==> config.mk <==
export PLATFORM = sky130hd
export DESIGN_NAME = keypad_entry
export DESIGN_NICKNAME = d
export VERILOG_FILES = /design/src/rtl/keypad_entry.sv
export SDC_FILE = /design/constraint.sdc
export NUM_CORES = 1
export LEC_CHECK = 0
export BUFFER_PORTS_ARGS = -buffer_cell sky130_fd_sc_hd__buf_2
export CORE_ASPECT_RATIO = 1.1
export CORE_MARGIN = 5
export CORE_UTILIZATION = 40
export CTS_CLUSTER_DIAMETER = 60
export CTS_CLUSTER_SIZE = 28
export DETAILED_ROUTE_END_ITERATION = 8
export GPL_TIMING_DRIVEN = 0
export PLACE_DENSITY = 0.65
export SYNTH_ARGS = -nofsm -noshare
export SYNTH_HDL_FRONTEND = slang
export SYNTH_SLANG_ARGS = --single-unit
export TNS_END_PERCENT = 1
==> constraint.sdc <==
create_clock -name i_clk -period 1.78 [get_ports i_clk]
set_clock_uncertainty 0.1 [all_clocks]
set_input_delay 0.445 -clock i_clk [delete_from_list [all_inputs] [get_ports i_clk]]
set_output_delay 0.445 -clock i_clk [all_outputs]
set_load 0.02 [all_outputs]
==> src/rtl/keypad_entry.sv <==
// Keypad front end for door_lock. It synchronises and debounces the digit and clear buttons,
// pairs two digit presses into one 8-bit code, and drops a half-finished entry on clear or
// after an inactivity timeout.
module keypad_entry #(
    parameter int unsigned DEBOUNCE_CYCLES = 4,
    parameter int unsigned TIMEOUT_CYCLES  = 64
) (
    input  logic       i_clk,
    input  logic       i_rst_n,
    input  logic       i_press_raw,
    input  logic [3:0] i_digit,
    input  logic       i_clr_raw,
    output logic [7:0] o_key,
    output logic       o_key_valid,
    output logic [1:0] o_digit_cnt,
    output logic       o_timeout
);

    localparam int unsigned DbW = $clog2(DEBOUNCE_CYCLES + 1);
    localparam int unsigned TmW = $clog2(TIMEOUT_CYCLES);
    localparam logic [DbW-1:0] DbMax  = DbW'(DEBOUNCE_CYCLES);
    localparam logic [TmW-1:0] TmLast = TmW'(TIMEOUT_CYCLES - 1);

    typedef enum logic {StIdle, StFirst} state_e;

    logic           r_press_s1, r_press_s2;
    logic           r_clr_s1, r_clr_s2;
    logic [3:0]     r_digit_s1, r_digit_s2;

    // Index 0 is the digit button, index 1 the clear button.
    logic [1:0]     w_sync;
    logic [1:0]     r_db_state;
    logic [DbW-1:0] r_db_cnt [2];
    logic [1:0]     w_rise;
    logic           w_press_evt, w_clr_evt;

    state_e         r_state;
    logic [3:0]     r_hi;
    logic [TmW-1:0] r_timer;
    logic [7:0]     r_key;
    logic           r_key_valid;
    logic [1:0]     r_digit_cnt;
    logic           r_timeout;

    // Two-flop synchronisers for both buttons and the digit bus.
    always_ff @(posedge i_clk or negedge i_rst_n) begin
        if (!i_rst_n) begin
            r_press_s1 <= 1'b0;
            r_press_s2 <= 1'b0;
            r_clr_s1   <= 1'b0;
            r_clr_s2   <= 1'b0;
            r_digit_s1 <= 4'h0;
            r_digit_s2 <= 4'h0;
        end else begin
            r_press_s1 <= i_press_raw;
            r_press_s2 <= r_press_s1;
            r_clr_s1   <= i_clr_raw;
            r_clr_s2   <= r_clr_s1;
            r_digit_s1 <= i_digit;
            r_digit_s2 <= r_digit_s1;
        end
    end

    assign w_sync = {r_clr_s2, r_press_s2};

    // Debounce: the level must differ from the accepted state for DEBOUNCE_CYCLES+1 cycles in
    // a row; the flip happens on the edge after the counter has reached DEBOUNCE_CYCLES.
    always_ff @(posedge i_clk or negedge i_rst_n) begin
        if (!i_rst_n) begin
            r_db_state <= 2'b00;
            for (int i = 0; i < 2; i++) begin
                r_db_cnt[i] <= '0;
            end
        end else begin
            for (int i = 0; i < 2; i++) begin
                if (w_sync[i] == r_db_state[i]) begin
                    r_db_cnt[i] <= '0;
                end else if (r_db_cnt[i] == DbMax) begin
                    r_db_state[i] <= w_sync[i];
                    r_db_cnt[i]   <= '0;
                end else begin
                    r_db_cnt[i] <= r_db_cnt[i] + DbW'(1);
                end
            end
        end
    end

    // A single-cycle event on the edge where the debounced state flips from released to pressed.
    always_comb begin
        w_rise = 2'b00;
        for (int i = 0; i < 2; i++) begin
            w_rise[i] = w_sync[i] && !r_db_state[i] && (r_db_cnt[i] == DbMax);
        end
    end

    assign w_press_evt = w_rise[0];
    assign w_clr_evt   = w_rise[1];

    // Entry FSM: clear beats a press, and a press beats an expiring timer.
    always_ff @(posedge i_clk or negedge i_rst_n) begin
        if (!i_rst_n) begin
            r_state     <= StIdle;
            r_hi        <= 4'h0;
            r_timer     <= '0;
            r_key       <= 8'h00;
            r_key_valid <= 1'b0;
            r_digit_cnt <= 2'd0;
            r_timeout   <= 1'b0;
        end else begin
            r_key_valid <= 1'b0;
            r_timeout   <= 1'b0;
            if (w_clr_evt) begin
                r_state     <= StIdle;
                r_digit_cnt <= 2'd0;
                r_timer     <= '0;
            end else begin
                case (r_state)
                    StIdle: begin
                        if (w_press_evt) begin
                            r_hi        <= r_digit_s2;
                            r_digit_cnt <= 2'd1;
                            r_timer     <= '0;
                            r_state     <= StFirst;
                        end
                    end
                    StFirst: begin
                        if (w_press_evt) begin
                            r_key       <= {r_hi, r_digit_s2};
                            r_key_valid <= 1'b1;
                            r_digit_cnt <= 2'd0;
                            r_state     <= StIdle;
                        end else if (r_timer == TmLast) begin
                            r_hi        <= 4'h0;
                            r_timeout   <= 1'b1;
                            r_digit_cnt <= 2'd0;
                            r_state     <= StIdle;
                        end else begin
                            r_timer <= r_timer + TmW'(1);
                        end
                    end
                    default: r_state <= StIdle;
                endcase
            end
        end
    end

    assign o_key       = r_key;
    assign o_key_valid = r_key_valid;
    assign o_digit_cnt = r_digit_cnt;
    assign o_timeout   = r_timeout;

endmodule

---- Word-level counts from Yosys, hierarchy flattened ----
Index checks and enable logic that the tools add are counted.
word-level totals
  register bits after elaboration ......... 43
  bits in latches ......................... 0
  RAM bits ................................ 0
  bits in read-only memories .............. 0
  input port bits ......................... 8
  output and inout bits ................... 12
  logic and storage cells ................. 77
  memories kept ........................... 0
cells by class
  add/subtract/negate cells ............... 3
  $mul .................................... 0
  div/mod/pow operators ................... 0
  $lt $le $gt $ge ......................... 0
  equal/unequal tests ..................... 12
  shifts and indexed selects .............. 0
  mux-type cells .......................... 29
  bitwise logic cells ..................... 4
  reduce and logical (&&, ||, !) cells .... 12
operator list
  operator               number
  $mux W6                4
  $mux W3                4
  $mux W4                3
  $pmux W6 S2            1
  $mux W1                10
  $ne A3 B3 Y1 const B   3
  $mux W2                4
  $pmux W4 S2            1
  $add A3 B1 Y3 const B  2
  $add A6 B1 Y6 const B  1
  $eq A3 B3 Y1 const B   2
  $eq A6 B6 Y1 const B   1
  $reduce_and A2 Y1      3
  $reduce_and A3 Y1      2
  $logic_and A1 B1 Y1    4
  $ne A2 B2 Y1 const B   2
  $ne A4 B3 Y1 const B   1
  $not A1 Y1             4
  $pmux W2 S2            1
  $reduce_and A4 Y1      1
  $eq A1 B1 Y1           2
  $logic_not A1 Y1       2
  $ne A2 B1 Y1 const B   1
  $pmux W1 S2            1

---- Logic depth before layout (Yosys ltp) ----
Gate-level depths: netlist of the first run.
  depth in word-level cells ............... 6
  depth in mapped cells ................... 7
  mapped depth without buffers ............ 5

---- Worst setup path before layout of the first run ----
No wires, ideal clock.
  path kind ............................... reg2reg
  start point ............................. register r_db_cnt[3] (netlist bit)
  end point ............................... register r_hi[3]
  setup time .............................. 136 ps
  arrival time ............................ 1,424 ps
  data required time ...................... 1,544 ps
  slack ................................... 120 ps
  cell stages (with the launch flop) ...... 8
  path buffers ............................ 2
  clock period less this slack ............ 1,660 ps
  cells stage by stage .................... dfrtp_1 inv_1 ha_1 and3_1 buf_6 buf_8 o41ai_2 a221oi_2
on the way
  longest elaborated chain between the ends .. 4
  elaborated cells on any way between the ends .. 5
  classes of those cells .................. eq/ne (3); reduce/logical (2)
RTL lines
  element                               RTL line  text
  from (decl)                           33        logic [DbW-1:0] r_db_cnt [2];
  from (signal, indexed assignment)     82        r_db_cnt[i] <= r_db_cnt[i] + DbW'(1);
  $eq A3 B3 Y1 *                        92        w_rise[i] = w_sync[i] && !r_db_state[i] && (r_db_cnt[i] == DbMax);
  $logic_and A1 B1 Y1 *                 92
  $ne A2 B2 Y1 (no source line)         --
  $reduce_and A4 Y1 (no source line) *  --
  to (signal assigned)                  120       r_hi <= r_digit_s2;
  to (decl)                             38        logic [3:0] r_hi;
Every way passes the cells marked *; elsewhere a longest branch is shown, timed or not.
A chain may end at the register's enable or synchronous reset.

---- Worst setup path in the final report of the first run ----
  start point ............................. register r_timer[1]
  end point ............................... register r_timer[0]
on the way
  longest elaborated chain between the ends .. 3
RTL lines
  element                             RTL line  text
  from (decl)                         39        logic [TmW-1:0] r_timer;
  from (signal assigned)              138       r_timer <= r_timer + TmW'(1);
  $eq A6 B6 Y1                        132       end else if (r_timer == TmLast) begin
  $ne A3 B3 Y1 (no source line)       --
  $reduce_and A3 Y1 (no source line)  --
No other way between the ends.

==> results.txt, run 1 <==
Post-synth EDFFs: 0
Net count, final: 200
CTS root buffer: clkbuf_8
CP Class: reg -> reg
Worst-case clock buffer depth: 2
Status: finished clean
Post-synth top area cell: dfrtp_1
Core ar.: 4587 sq um
Via Count: 1322
HP Class: in -> async
Cell count after synthesis: 158
Top Ports: 20
Critical path required time: 1.85 ns
CTS Hold Buffers Added: 0
Tot Pwr: 2.995 mW
PD cells: 1344 nW/um^2
FF/Latch Area: 1052 sq um
Worst setup SP type: register
Slowest library cell on the worst path: dfrtp_1
Routed WL: 3750 um
Share of cells above drive strength 1: 0.3280
Netlist Area Pre-Place: 1881 sq um
Initial antenna violation count: 0
Worst setup margin: 0.05669 ns
Met3 WL post-DR: 188 um
DP Worst Slack: -0.01105 ns
1st-iter DRT viols: 61
Most common cell in the netlist: dfrtp_1
Critical path cell sequence: ha_2 -> inv_1 -> or2_1 -> a211oi_1
RSZ-0062 raised after global routing: true
Synth top area cells: dfrtp_1 56%, mux2_2 6.0%, ha_1 4.7%
Synth Flop Type: dfrtp_1
Total grt overflow: 0
CTS sink cnt: 42
FFs w/ async S/R, synth: 1.000
DR DRC count: 0
Final hold vios: 0
Final Core Density: 0.4858
GR Util All Layers: 0.1378
Max Cap Viol: 0
Initial Util: 0.4100
Top Metal Used: met4
Reg clk slew, reported paths: 0.08 ns
Core Rows: 26
Layout area overhead: 18.50%
Die W: 75.38 um
Max Clk Rate: 580.3 MHz
Post-synth top cells: 42 x dfrtp_1, 10 x inv_1, 10 x mux2_2
Filler cells: 418
Final Cell Area: 2228 sq um
Period utilization: 0.9681
Final GP Congestion: 0.8068
Worst-path fanout max: 8
Multi-input combinational cell area: 782.0 sq um
Hold_ws: 0.1578 ns
Wl on met1: 1544 um
Critical path buffers and inverters: 1
Number of global-route vias before repair: 1426
IO buf count: 18
P_leak: 1.030 nW
Clk Latency, worst-skew pair: 0.29 ns
Die Y-Extent: 81.92 um
Final Setup Violations: 0
Worst Tran Pin Value: 0.8974 ns
Global-route wire length before repair: 6575 um
Post-DP Area: 2041 sq um
Slew margin rel.: 0.4017
CTS tree: yes
Final slew viol count: 0
Num CTS Buffers: 5
Syn. warnings: 0
Cell variety after synth: 42
Worst path top cell family by delay: flip-flops
Die area: 6174 sq um
DRT antenna net count: 0
Drt wl/cell: 15.50 um
Peak VDD IR: 0.0007063 V
Synthesis-stage register bit count: 42
Kind of end point of the critical path: register
1st-pass router iterations: 4
Met2 Wirelength: 1980 um
Ant diodes: 0
HPWL Detailed: 2590 um
DR vias/cell: 5.463
Htree depth: 2
Avg Cell Area, Syn: 11.90 sq um
Sequential fraction of the synthesis area: 0.5589
CP peak stage delay: 0.46 ns
Syn nets: 173
Worst EP arrival: 1.80 ns
Top cell type's share of synthesized area: 0.5589
Min Tclk post-route: 1.723 ns
Largest net degree at the start of global routing: 43
[sequential cells by signal, summed over array words and instances (netlist names), 2 cells and up]
name        flops
r_hi            4
r_db_cnt        6
r_digit_s1      4
r_digit_s2      4
r_db_state      2
o_key           8
r_timer         6
[report_power, final]
group / switching [mW] / internal [mW] / total [mW]
Clock: 0.314 / 0.418 / 0.732
Sequential: 0.185 / 1.14 / 1.33
Combinational: 0.508 / 0.425 / 0.934
[worst register-to-register path: stages, from the launching register on]
cell and delay (ns):
dfrtp_1 0.46, ha_2 0.29, inv_1 0.18, or2_1 0.32
a211oi_1 0.26
[through the flow]
stage	setup TNS, ns	cells
global placement	0	232
floorplan	0	158
detailed placement	-0.03150	232
global route	-0.07742	242
CTS	0	240
finish	0	242
[metal layers]
metal / vias to the layer above / global-route usage
met3: 4 / 0.03427
met1: 665 / 0.1719
met4: 0 / 0.04371
met2: 29 / 0.2323
li1: 624 / -
met5: - / 0
[worst paths after layout]
kind | cells after the start | startpoint | end | slack [ns]
setup / recovery | 4 | r_timer[1] | r_timer[0] | 0.06
hold / removal | 1 | i_rst_n | r_timer[5] | 0.16
setup reg to reg | 4 | r_timer[1] | r_timer[0] | 0.06
hold reg to reg | 0 | r_press_s1 | r_press_s2 | 0.25
max in group asynchronous | 1 | i_rst_n | r_timer[0] | 0.77
min in group i_clk | 1 | i_clr_raw | r_clr_s1 | 0.16
[cell usage in the layout, fill, tap and decap left out, types with 2 or more instances in the layout]
| cell type | n |
|---|---|
| a211oi_1 | 4 |
| a21oi_1 | 9 |
| a221oi_1 | 3 |
| a41oi_1 | 2 |
| and3_1 | 5 |
| buf_2 | 20 |
| buf_4 | 6 |
| clkbuf_8 | 5 |
| dfrtp_1 | 41 |
| ha_1 | 4 |
| ha_2 | 2 |
| inv_1 | 10 |
| mux2_2 | 10 |
| nand2_1 | 7 |
| nand3_1 | 4 |
| nor2_1 | 9 |
| nor2b_1 | 2 |
| nor3_1 | 3 |
| nor3b_1 | 2 |
| nor4_1 | 2 |
| o211ai_1 | 2 |
| o21ai_0 | 2 |
| o22ai_1 | 2 |
| o41ai_2 | 3 |
| or2_2 | 2 |
[cells by family (layout without fill, tap and decap cells)]
| group | count (synthesis) | after routing | share of synthesized area |
|---|---|---|---|
| DFF | 42 | 42 | 0.5589 |
| AOI/OAI and AO/OA | 34 | 34 | 0.1391 |
| buffers and inverters | 19 | 47 | 0.05588 |
| other | 1 | 1 | 0.001994 |
| adders and majority gates | 7 | 7 | 0.04657 |
| muxes | 11 | 11 | 0.06520 |
| and+or+nand+nor | 44 | 44 | 0.1324 |
[layout make-up]
class                      count  area share
sequential                    42      0.4722
multi-input combinational     97      0.3509
timing repair buffer          20     0.04716
clock buffer                   6     0.03257
buffer                         9     0.03200
tap                           56     0.03144
clock inverter                 2     0.01684
inverter                      10     0.01684
[what timing repair did]
| action | 4_1_cts | 5_1_grt |
|---|---|---|
| gates resized for setup | 4 | 9 |
| pin swaps | 0 | 3 |
| setup endpoints to repair | 7 | 13 |
| setup buffers | 0 | 2 |
Note: power is estimated with default switching activity, not from simulation.
==> run 2, diff against run 1 <==
--- a/config.mk
+++ b/config.mk
@@ -6,4 +6,5 @@
 export NUM_CORES = 1
 export LEC_CHECK = 0
+export ABC_AREA = 1
 export BUFFER_PORTS_ARGS = -buffer_cell sky130_fd_sc_hd__buf_2
 export CORE_ASPECT_RATIO = 1.1
--- a/constraint.sdc
+++ b/constraint.sdc
@@ -3,3 +3,3 @@
 set_input_delay 0.445 -clock i_clk [delete_from_list [all_inputs] [get_ports i_clk]]
 set_output_delay 0.445 -clock i_clk [all_outputs]
-set_load 0.02 [all_outputs]
+set_load 0.1 [all_outputs]
==> results.txt, run 2 <==
Status: finished clean
Tot Pwr: 3.283 mW
Die area: 5959 sq um
Initial antenna violation count: 0
Seq pwr share: 0.402
Final slew viol count: 0
DRT antenna net count: 0
Max FFs per register: 8
Post-synth top cells: 56 x nand2_1, 42 x dfrtp_1, 14 x inv_1
Slowest library cell on the worst path: buf_2
Routed WL: 2791 um
1st-pass router iterations: 4
Top Ports: 20
Initial Util: 0.4153
Syn nets: 191
Sequential fraction of the synthesis area: 0.5821
Reg clk slew, reported paths: 0.08 ns
CP peak stage delay: 0.43 ns
Core ar.: 4348 sq um
Post-CTS setup buffers: 0
Critical path depth: 1
CP Launch Point: o_key[7]
Critical path buffers and inverters: 1
FFs w/ async S/R, synth: 1.000
HP Class: in -> reg
Top cell type's share of synthesized area: 0.5821
FF-to-FF setup slack: 0.24 ns
Most common cell in the netlist: nand2_1
Layout area overhead: 14.83%
Worst path top cell family by delay: buffers and inverters
Final setup TNS: 0 ns
Post-DP Area: 1963 sq um
Commonest non-fill, non-tap cells in the layout: 56 x nand2_1, 42 x dfrtp_1, 18 x buf_2, 14 x inv_1, 11 x nor2_1
HPWL Detailed: 1991 um
Worst setup SP type: register
Die W: 74.06 um
Worst r2r dst: r_hi[2]
Multi-input combinational cell area: 671.9 sq um
CTS sink cnt: 42
Final hold vios: 0
CTS root buffer: clkbuf_8
GR Util All Layers: 0.1165
CP Class: reg -> out
Synth Flop Type: dfrtp_1
Net count, final: 216
Largest net degree at the start of global routing: 43
Reg2reg start: r_db_cnt[0]
Total grt overflow: 0
Max Clk Rate: 607.4 MHz
1st-iter DRT viols: 27
P_leak: 1.117 nW
Synthesis-stage register bit count: 42
Sw Pwr: 1.380 mW
Netlist Area Pre-Place: 1805 sq um
Filler cells: 418
Global-route wire length before repair: 5119 um
Final Setup Violations: 0
Die Y-Extent: 80.47 um
Post-synth top area cell: dfrtp_1
DR vias/cell: 4.566
Final Cell Area: 2073 sq um
Core Rows: 25
Min Tclk post-route: 1.646 ns
Drt wl/cell: 10.90 um
Commonest non-fill, non-tap cell in the layout: nand2_1
Cell variety after synth: 20
Hold depth: 1
Worst-case clock buffer depth: 2
Critical path cell sequence: buf_2
Max Cap Viol: 0
Worst reg2reg path depth: 10
Worst Tran Pin Value: 0.8865 ns
Num CTS Buffers: 5
Internal: 1.903 mW
Critical path required time: 1.23 ns
CTS tree: yes
Clock power share: 0.226
Kind of end point of the critical path: output port
Avg Cell Area, Syn: 10.26 sq um
FF/Latch Area: 1051 sq um
Ant diodes: 0
Slew margin rel.: 0.4090
Htree depth: 2
Cell count after synthesis: 176
Worst Setup EP: o_key[7]
Post-synth EDFFs: 0
Number of global-route vias before repair: 1140
Non-filler cells, final: 256
Peak VDD IR: 0.0009405 V
Period utilization: 0.9249
RSZ-0062 raised after global routing: false
Syn. warnings: 0
IO buf count: 18
Placed Instances: 248
Via Count: 1169
PD cells: 1583 nW/um^2
Synth top area cells: dfrtp_1 58%, nand2_1 12%, ha_1 4.9%
Worst-path fanout max: 2
Switch share: 0.4204
DR DRC count: 0
# resized after CTS: 0
Clk Latency, worst-skew pair: 0.30 ns
CTS Hold Buffers Added: 0
Share of cells above drive strength 1: 0.2475
Final GP Congestion: 0.8058
Logic pwr share: 0.372
Worst EP arrival: 1.10 ns
run 2: cell count changes in the layout (fill, tap and decap cells not counted), sizes merged, moves of 7 or more:
cell	before	now
buf	28	20
inv	10	18
nor2	9	16
nand2	7	65
mux2	10	0
a21oi	9	0
run 2: power groups by stage:
stage / Sequential (mW) / Combinational [mW] / Clock, mW
2_1_floorplan: 1.78 / 0.561 / 0
3_3_place_gp: 1.33 / 1.22 / 0
3_5_place_dp: 1.34 / 1.24 / 0
4_1_cts: 1.32 / 1.24 / 0.770
5_1_grt: 1.36 / 1.33 / 0.805
6_report: 1.32 / 1.22 / 0.743
run 2: layout make-up:
cell class / instances / area share
Clock buffer: 6 / 0.03500
Tap cell: 54 / 0.03259
Multi-Input combinational cell: 114 / 0.3241
Inverter: 18 / 0.03259
Sequential cell: 42 / 0.5069
Clock inverter: 2 / 0.01810
Buffer: 2 / 0.007242
Timing Repair Buffer: 18 / 0.04345
run 2: worst min-delay path by stage:
stage	start	end
CTS	i_digit[3]	r_digit_s1[3]
global placement	r_digit_s1[3]	r_digit_s2[3]
floorplan	i_rst_n	o_digit_cnt[0]
finish	i_clr_raw	r_clr_s1
detailed placement	r_digit_s1[2]	r_digit_s2[2]
global route	i_digit[2]	r_digit_s1[2]
run 2: cell families after synthesis:
logic type,synth area share
buffers and inverters,0.04573
other,0.002077
DFF,0.5821
adders and majority gates,0.04851
xor gates and xnor gates,0.01456
AOI/OAI and AO/OA,0.01802
and+or+nand+nor,0.2890
run 2: routing by layer:
| layer | global-route usage | vias to the layer above | wire (um) |
|---|---|---|---|
| met5 | 0 | - | 0 |
| met4 | 0.07065 | 0 | 74 |
| met3 | 0.04130 | 5 | 132 |
| met2 | 0.1906 | 23 | 1366 |
| met1 | 0.1271 | 549 | 1217 |
| li1 | - | 592 | - |
run 2: through the flow:
| stage | setup WS [ns] | hold WS, ns | util |
|---|---|---|---|
| floorplan | 0.3371 | 0.04941 | - |
| global placement | 0.2468 | 0.2315 | 0.4515 |
| detailed placement | 0.2453 | 0.2371 | 0.4515 |
| CTS | 0.1098 | 0.1355 | 0.4768 |
| global route | 0.08475 | 0.1320 | 0.4768 |
| finish | 0.1337 | 0.1495 | 0.4768 |
==> run 3, diff against run 2 <==
- CORE_ASPECT_RATIO: 1.1 -> 0.75
- CORE_UTILIZATION: 40 -> 51
- PLACE_DENSITY: 0.65 -> 0.79
==> results.txt, run 3 (same netlist as run 2, synthesis figures left out) <==
Status: finished clean
Final slew viol count: 0
Critical path buffers and inverters: 1
Worst-path fanout max: 2
Largest net degree at the start of global routing: 43
Critical path cell sequence: buf_2
Number of global-route vias before repair: 1075
Core ar.: 3356 sq um
Kind of end point of the critical path: output port
P_leak: 1.117 nW
IO buf count: 18
Die W: 78.71 um
CTS sink cnt: 42
Layout area overhead: 13.86%
Worst setup SP type: register
Drt wl/cell: 11.30 um
Ant diodes: 0
Peak VDD IR: 0.0008539 V
Min Tclk post-route: 1.624 ns
Via Count: 1138
PD cells: 1594 nW/um^2
Worst-case clock buffer depth: 2
DR DRC count: 0
Htree depth: 2
Slew margin rel.: 0.4253
Net count, final: 216
1st-iter DRT viols: 53
Clk Latency, worst-skew pair: 0.29 ns
GR Util All Layers: 0.1303
Top Ports: 20
Max Cap Viol: 0
Met1 Use GR: 0.1681
Final GP Congestion: 0.8043
Post-CTS setup buffers: 0
DRT antenna net count: 0
CTS Hold Buffers Added: 0
Placed Instances: 234
Total grt overflow: 0
Reg clk slew, reported paths: 0.08 ns
Period utilization: 0.9121
HP Class: in -> async
Num CTS Buffers: 5
Slowest library cell on the worst path: buf_2
Global-route wire length before repair: 4698 um
Final hold vios: 0
Worst Tran Pin Value: 0.8621 ns
Final setup TNS: 0 ns
Die area: 4842 sq um
Initial Util: 0.5380
Routed WL: 2734 um
Critical path required time: 1.23 ns
RSZ-0062 raised after global routing: false
Worst path top cell family by delay: buffers and inverters
Non-filler cells, final: 242
Core Rows: 18
Die Y-Extent: 61.53 um
Commonest non-fill, non-tap cell in the layout: nand2_1
Hold_ws: 0.1610 ns
CTS tree: yes
Max FFs per register: 8
Initial antenna violation count: 0
Met2 Usage GRT: 0.2044
1st-pass router iterations: 4
CP Class: reg -> out
CP peak stage delay: 0.43 ns
Max Clk Rate: 615.9 MHz
HPWL Detailed: 1988 um
GRT busiest layer: met2
Tot Pwr: 3.277 mW
CTS root buffer: clkbuf_8
Final Setup Violations: 0
DR vias/cell: 4.702
Share of cells above drive strength 1: 0.2475
Worst EP arrival: 1.08 ns
# resized after CTS: 0
GRT met3 Usage: 0.04386
Final Core Density: 0.6126
Commonest non-fill, non-tap cells in the layout: 56 x nand2_1, 42 x dfrtp_1, 18 x buf_2, 14 x inv_1, 11 x nor2_1
[run 3: area by class of cell]
type	count	area [sq um]
inverters	18	67.56
repair buffers	18	90.09
flip-flops and latches	42	1051
fillers	281	1300
plain buffers	2	15.01
multi-input cells	114	671.9
clock inverters	2	37.54
clock buffers	6	72.57
well taps	40	50.05
[run 3: metrics by stage]
step / setup WS (ns) / area (sq um)
global route: 0.05909 / 2056
detailed placement: 0.2117 / 1946
finish: 0.1564 / 2056
floorplan: 0.3371 / 1805
CTS: 0.1326 / 2056
global placement: 0.2405 / 1946
[run 3: path summary, 6_finish.rpt]
| check | slack (ns) | end | cells after the start | start |
|---|---|---|---|---|
| setup reg to reg | 0.17 | r_timer[4] | 9 | r_db_cnt[0] |
| min in group i_clk | 0.16 | r_digit_s1[3] | 1 | i_digit[3] |
| hold reg to reg | 0.25 | r_clr_s2 | 0 | r_clr_s1 |
| hold / removal | 0.16 | o_timeout | 1 | i_rst_n |
| max in group asynchronous | 0.87 | r_db_state[0] | 1 | i_rst_n |
| setup / recovery | 0.16 | o_digit_cnt[0] | 1 | o_digit_cnt[0] |
[run 3: power by group]
| part | switching (mW) | internal (mW) | total [mW] |
|---|---|---|---|
| registers | 0.140 | 1.18 | 1.32 |
| clock network | 0.308 | 0.418 | 0.726 |
| logic | 0.929 | 0.298 | 1.23 |
[run 3: layer usage]
metal | share of wire | wire (um)
met1 | 0.49 | 1340
met2 | 0.45 | 1232
met3 | 0.050 | 137
met4 | 0.0088 | 24
met5 | 0 | 0
